--- config.mk ---
export PLATFORM = sky130hd
export DESIGN_NAME = morse_ram_writer_flat
export DESIGN_NICKNAME = d
export VERILOG_FILES = /design/src/rtl/morse_ram_writer_if.sv /design/src/rtl/morse_ram_writer.sv /design/src/flat_wrapper.sv
export SDC_FILE = /design/constraint.sdc
export NUM_CORES = 1
export LEC_CHECK = 0
export ABC_CLOCK_PERIOD_IN_PS = 2550
export BUFFER_PORTS_ARGS = -buffer_cell sky130_fd_sc_hd__buf_2
export CORE_UTILIZATION = 57
export DETAILED_ROUTE_END_ITERATION = 16
export GPL_TIMING_DRIVEN = 0
export PLACE_DENSITY_LB_ADDON = 0.12
export REMOVE_ABC_BUFFERS = 1
export SLEW_MARGIN = 5
export SYNTH_ARGS = -nofsm -noshare
export SYNTH_HDL_FRONTEND = slang
export SYNTH_SLANG_ARGS = --single-unit
--- constraint.sdc ---
create_clock -name clk -period 2.55 [get_ports clk]
set_input_delay 0.51 -clock clk [delete_from_list [all_inputs] [get_ports clk]]
set_output_delay 0.51 -clock clk [all_outputs]
set_load 0.02 [all_outputs]
--- src/rtl/morse_ram_writer_if.sv ---
// Write-side bus of an SB_RAM40_4K as driven by the Morse recorder.
// The read side of the RAM stays with the playback block and is not part of this bus.
interface morse_ram_writer_if;
    logic [10:0] ram_waddr;
    logic [15:0] ram_wdata;
    logic        ram_we;
    logic        ram_wclke;

    modport master (output ram_waddr, output ram_wdata, output ram_we, output ram_wclke);
    modport slave  (input  ram_waddr, input  ram_wdata, input  ram_we, input  ram_wclke);
endinterface

--- src/rtl/morse_ram_writer.sv ---
// Samples a debounced Morse key once per time unit and writes one word per unit into RAM,
// in the same image format the LED playback block reads back.
module morse_ram_writer #(
    parameter int LOG2UNIT   = 20,
    parameter int DEPTH      = 6,
    parameter int STOP_UNITS = 7
) (
    input  logic                clk,
    input  logic                rst_n,
    input  logic                key_in,
    input  logic                arm,
    morse_ram_writer_if.master  ram,
    output logic                recording,
    output logic                done,
    output logic                full,
    output logic [DEPTH:0]      length
);
    localparam int             ZW   = $clog2(STOP_UNITS + 1);
    localparam logic [DEPTH:0] CAP  = {1'b1, {DEPTH{1'b0}}};
    localparam logic [ZW-1:0]  STOP = ZW'(STOP_UNITS);

    typedef enum logic [1:0] {IDLE, RECORD, DONE} state_t;

    state_t              state_q, state_d;
    logic [1:0]          sync_q;
    logic [DEPTH:0]      ptr_q, ptr_d;
    logic [LOG2UNIT-1:0] pre_q, pre_d;
    logic [ZW-1:0]       zrun_q, zrun_d;
    logic [DEPTH:0]      len_q, len_d;
    logic                full_q, full_d;
    logic                we_q, we_d;
    logic [DEPTH-1:0]    waddr_q, waddr_d;
    logic                wdata_q, wdata_d;

    logic                key_s;
    logic                tick;
    logic [DEPTH:0]      ptr_inc;
    logic [ZW-1:0]       zrun_nxt;

    assign key_s    = sync_q[1];
    assign tick     = &pre_q;
    assign ptr_inc  = ptr_q + (DEPTH+1)'(1);
    assign zrun_nxt = key_s ? '0 : ((zrun_q == STOP) ? STOP : zrun_q + ZW'(1));

    always_ff @(posedge clk or negedge rst_n) begin
        if (!rst_n) begin
            state_q <= IDLE;
            sync_q  <= '0;
            ptr_q   <= '0;
            pre_q   <= '0;
            zrun_q  <= '0;
            len_q   <= '0;
            full_q  <= 1'b0;
            we_q    <= 1'b0;
            waddr_q <= '0;
            wdata_q <= 1'b0;
        end else begin
            state_q <= state_d;
            sync_q  <= {sync_q[0], key_in};
            ptr_q   <= ptr_d;
            pre_q   <= pre_d;
            zrun_q  <= zrun_d;
            len_q   <= len_d;
            full_q  <= full_d;
            we_q    <= we_d;
            waddr_q <= waddr_d;
            wdata_q <= wdata_d;
        end
    end

    always_comb begin
        state_d = state_q;
        ptr_d   = ptr_q;
        pre_d   = pre_q;
        zrun_d  = zrun_q;
        len_d   = len_q;
        full_d  = full_q;
        we_d    = 1'b0;
        waddr_d = waddr_q;
        wdata_d = wdata_q;
        case (state_q)
            IDLE: begin
                // The key-down edge itself becomes word 0, so every image starts with a mark.
                if (key_s) begin
                    we_d    = 1'b1;
                    waddr_d = '0;
                    wdata_d = 1'b1;
                    ptr_d   = (DEPTH+1)'(1);
                    zrun_d  = '0;
                    pre_d   = '0;
                    state_d = RECORD;
                end
            end
            RECORD: begin
                pre_d = pre_q + LOG2UNIT'(1);
                if (arm) begin
                    state_d = IDLE;
                    ptr_d   = '0;
                    pre_d   = '0;
                    zrun_d  = '0;
                    len_d   = '0;
                    full_d  = 1'b0;
                end else if (tick) begin
                    we_d    = 1'b1;
                    waddr_d = ptr_q[DEPTH-1:0];
                    wdata_d = key_s;
                    ptr_d   = ptr_inc;
                    zrun_d  = zrun_nxt;
                    // Capacity is tested first so a tie between both stop reasons reports full.
                    if (ptr_inc == CAP) begin
                        state_d = DONE;
                        full_d  = 1'b1;
                        len_d   = ptr_inc;
                    end else if (zrun_nxt == STOP) begin
                        state_d = DONE;
                        full_d  = 1'b0;
                        len_d   = ptr_inc;
                    end
                end
            end
            DONE: begin
                if (arm) begin
                    state_d = IDLE;
                    ptr_d   = '0;
                    pre_d   = '0;
                    zrun_d  = '0;
                    len_d   = '0;
                    full_d  = 1'b0;
                end
            end
            default: state_d = IDLE;
        endcase
    end

    assign ram.ram_waddr = {{(11-DEPTH){1'b0}}, waddr_q};
    assign ram.ram_wdata = {15'b0, wdata_q};
    assign ram.ram_we    = we_q;
    assign ram.ram_wclke = we_q;
    assign recording     = (state_q == RECORD);
    assign done          = (state_q == DONE);
    assign full          = full_q;
    assign length        = len_q;
endmodule
--- src/flat_wrapper.sv ---
// flat-port wrapper written by rule: the top's interface ports become plain ports
module morse_ram_writer_flat 
#(
    parameter int LOG2UNIT   = 20,
    parameter int DEPTH      = 6,
    parameter int STOP_UNITS = 7
)
  (clk, rst_n, key_in, arm, recording, done, full, length, ram_ram_waddr, ram_ram_wdata, ram_ram_we, ram_ram_wclke);
  morse_ram_writer_if ram_i ();
  input  logic clk;
  input  logic rst_n;
  input  logic key_in;
  input  logic arm;
  output logic recording;
  output logic done;
  output logic full;
  output logic [DEPTH:0] length;
  output wire logic [$bits(ram_i.ram_waddr)-1:0] ram_ram_waddr;
  output wire logic [$bits(ram_i.ram_wdata)-1:0] ram_ram_wdata;
  output wire logic [$bits(ram_i.ram_we)-1:0] ram_ram_we;
  output wire logic [$bits(ram_i.ram_wclke)-1:0] ram_ram_wclke;
  assign ram_ram_waddr = ram_i.ram_waddr;
  assign ram_ram_wdata = ram_i.ram_wdata;
  assign ram_ram_we = ram_i.ram_we;
  assign ram_ram_wclke = ram_i.ram_wclke;
  morse_ram_writer #(.LOG2UNIT(LOG2UNIT), .DEPTH(DEPTH), .STOP_UNITS(STOP_UNITS)) u_core (.clk(clk), .rst_n(rst_n), .key_in(key_in), .arm(arm), .ram(ram_i), .recording(recording), .done(done), .full(full), .length(length));
endmodule
==> results.cfg <==
[status]
status = finished, final reports clean

[place]
dpl.hpwl_um = 3790
port_buffers = 22
dp_slack_ns = -0.587
placed_cells = 374
gp_congestion = 0.840

[worst_hold_path]
hold_path_end = u_core.sync_q[0]$_DFF_PN0_
whs_path_depth = 1
holdCritStartpoint = key_in
hold_path_class = in2reg

[global_routing]
grt_pass1_vias = 1943
antenna_found_initial = 0
grt_overflow = 0
grt_pass1_wl_um = 9230
grt_max_degree = 51
grt_use_total = 0.227

[finish]
utilization = 0.634
fin_cells = 381
layout-drive-gt1-share = 0.169
nNetsFinal = 325
diodes = 0
layout_commonest_cell = dfrtp_1
mostFrequentLayoutCells = dfrtp_1 (50), nand2_1 (27), nor2_1 (25)
syn_to_final_growth_pct = 6.17

[detailed_routing]
wl_met2_um = 2420
wire_per_inst_um = 14.2
drtAntennaViolNets = 0
wl_met1_um = 2720
drt-initial-drc-count = 122
top_layer_used = met4
viasPerCell = 5.71
wl_met3_um = 222
firstDrtPassIters = 4
drc_errors = 0
vias = 2174
finalWirelength_um = 5420

[floorplanning]
dieHeight_um = 72.6
rows = 25
start_util = 0.597
core_um2 = 4750
die_w_um = 72.6
die-area_um2 = 5260
io_pins = 43

[yosys]
netlist_instances = 301
yosysSeqAreaShare = 0.441
synth_area_per_cell_um2 = 9.43
ys_types = 51
synth-seq-cells = 50
synth-edff-count = 0
yosysWarnings = 0
ys_async_sr_fraction = 1.00
syn-cell-area_um2 = 2840
synth_ff_type = dfrtp_1

[timing]
setup_tns_ns = 0
finalSetupViolCount = 0
timing.fmax_ghz = 0.418
min_period_ns = 2.39
finClkSkew_ns = 0.00347
rsz0062_at_grt = false
finalHoldViolations = 0
max_slew.worst_pin.slew_ns = 1.07
slew_headroom = 0.289
slew_viol_final = 0
fin_crit_sh = 0.938
fin_ws_ns = 0.159

[clocking]
htree_levels = 2
cts_tree = done
cts.sinks = 50
path_clk_slew_ns = 0.08
cts_setup_buffers = 0
hold_buffers = 0
clockBufferDepth = 2
cts_buffers = 5
cts-root-buf = clkbuf_8
insertion_delay_ns = 0.30

[power_and_ir_drop]
leakagePower_nw = 1.41
irDropWorstVdd_v = 0.000401
powerDensity_nw_per_um2 = 667

[worst_setup_path]
r2r_setup_slack_ns = 0.16
slowest_delay_ns = 0.63
worst_r2r_endpoint = u_core.ptr_q[6]$_DFFE_PN0P_
worst-path-max-fanout = 12
cp-start-kind = flip-flop
crit_chain = inv_1, ha_1, nor2b_1, nand2_1, or3_1, o21ai_1
critical_path.top_delay_family = simple AND/OR/NAND/NOR gates
rr_startpoint = u_core.state_q[1]$_DFFE_PN0P_
crit_required_ns = 2.78
crit_slowest_cell = nor2b_1
crit_path_end_kind = flip-flop
r2r_cells = 6
path_buf_inv = 1
arrival_ns = 2.62
critPathKind = reg2reg

[flow_run]
drv_cap = 0
[state kept, by name, indices dropped and copies added (netlist names)]
signal / cells
u_core.full: 1
u_core.zrun_q: 3
u_core.length: 7
u_core.ptr_q: 7
u_core.ram.ram_wclke: 1
u_core.waddr_q: 6
u_core.wdata_q: 1
u_core.sync_q: 2
u_core.pre_q: 20
u_core.state_q: 2
[worst max-delay path by stage]
stage                                              from                           end  slack (ns)  cells after the start
after floorplan           u_core.state_q[0]$_DFFE_PN0P_   u_core.ptr_q[0]$_DFFE_PN0P_       -0.29                      6
after global placement    u_core.state_q[0]$_DFFE_PN0P_  u_core.zrun_q[0]$_DFFE_PN0P_       -1.18                      6
after detailed placement    u_core.pre_q[0]$_DFFE_PN0P_  u_core.length[1]$_DFFE_PN0P_       -0.59                      6
after CTS                 u_core.state_q[1]$_DFFE_PN0P_  u_core.length[2]$_DFFE_PN0P_        0.01                      6
after global routing      u_core.state_q[1]$_DFFE_PN0P_  u_core.length[1]$_DFFE_PN0P_        0.01                      6
final                     u_core.state_q[1]$_DFFE_PN0P_   u_core.ptr_q[6]$_DFFE_PN0P_        0.16                      6
[per-layer routing]
layer / track usage / vias to the layer above
li1: - / 1058
met1: 0.311 / 1054
met2: 0.360 / 58
met3: 0.0472 / 4
met4: 0.0741 / 0
met5: 0 / -
[cell usage after synthesis, types with 5 or more instances]
master,count,area (um^2)
dfrtp_1,50,1250
nand2_1,27,101
nor2_1,26,97.6
buf_4,22,165
o21ai_0,22,110
nand4_1,14,87.6
clkbuf_1,11,41.3
nand3_1,11,55.1
xor2_1,10,87.6
mux2_2,8,90.1
a21oi_1,7,35.0
a22o_1,7,61.3
ha_1,7,87.6
inv_1,6,22.5
nand2b_1,5,31.3
or2_2,5,31.3
[metrics by stage]
stage / total power [W] / hold slack (ns) / area, um^2
2_1_floorplan: 0.00138 / 0.214 / 2690
3_3_place_gp: 0.00156 / 0.335 / 2880
3_5_place_dp: 0.00158 / 0.340 / 2890
4_1_cts: 0.00202 / 0.296 / 3000
5_1_grt: 0.00213 / 0.296 / 3010
6_report: 0.00201 / 0.312 / 3010
[power breakdown]
group	leakage, nW	total [W]	switching [W]	internal, W
combinational	0.693	0.000660	0.000440	0.000220
sequential	0.679	0.000920	0.0000682	0.000852
clock	0.0383	0.000431	0.000242	0.000189
[cells by family (layout without fill, tap and decap cells)]
| family | after synthesis | count (layout) | share of synthesized area |
|---|---|---|---|
| xor+xnor | 13 | 13 | 0.0401 |
| simple gates | 116 | 116 | 0.216 |
| flops | 50 | 50 | 0.441 |
| compound gates | 61 | 61 | 0.143 |
| buf+inv | 42 | 36 | 0.0860 |
| other cells | 1 | 20 | 0.00132 |
| fa+ha+maj | 7 | 7 | 0.0309 |
| mux | 11 | 11 | 0.0423 |
[worst register-to-register path: cells and delay by family, from the launching register on]
family          cells  cell delay (ns)
compound gates      1             0.15
fa+ha+maj           1             0.42
buf+inv             1             0.09
flops               1             0.42
simple gates        3             1.24
[layout make-up]
type	count	area [um^2]
Clock buffer	7	76.3
Fill cell	421	1740
Inverter	6	22.5
Multi-Input combinational cell	228	1460
Sequential cell	50	1250
Tap cell	67	83.8
Timing Repair Buffer	23	118
[repair_timing]
action                     in CTS  in global routing
gates resized for setup         4                  4
cloned                          0                  0
hold endpoints to repair        0                  0
pin swaps                       0                  1
setup endpoints to repair      26                 27
No activity file was read; power rests on OpenSTA's default activity.
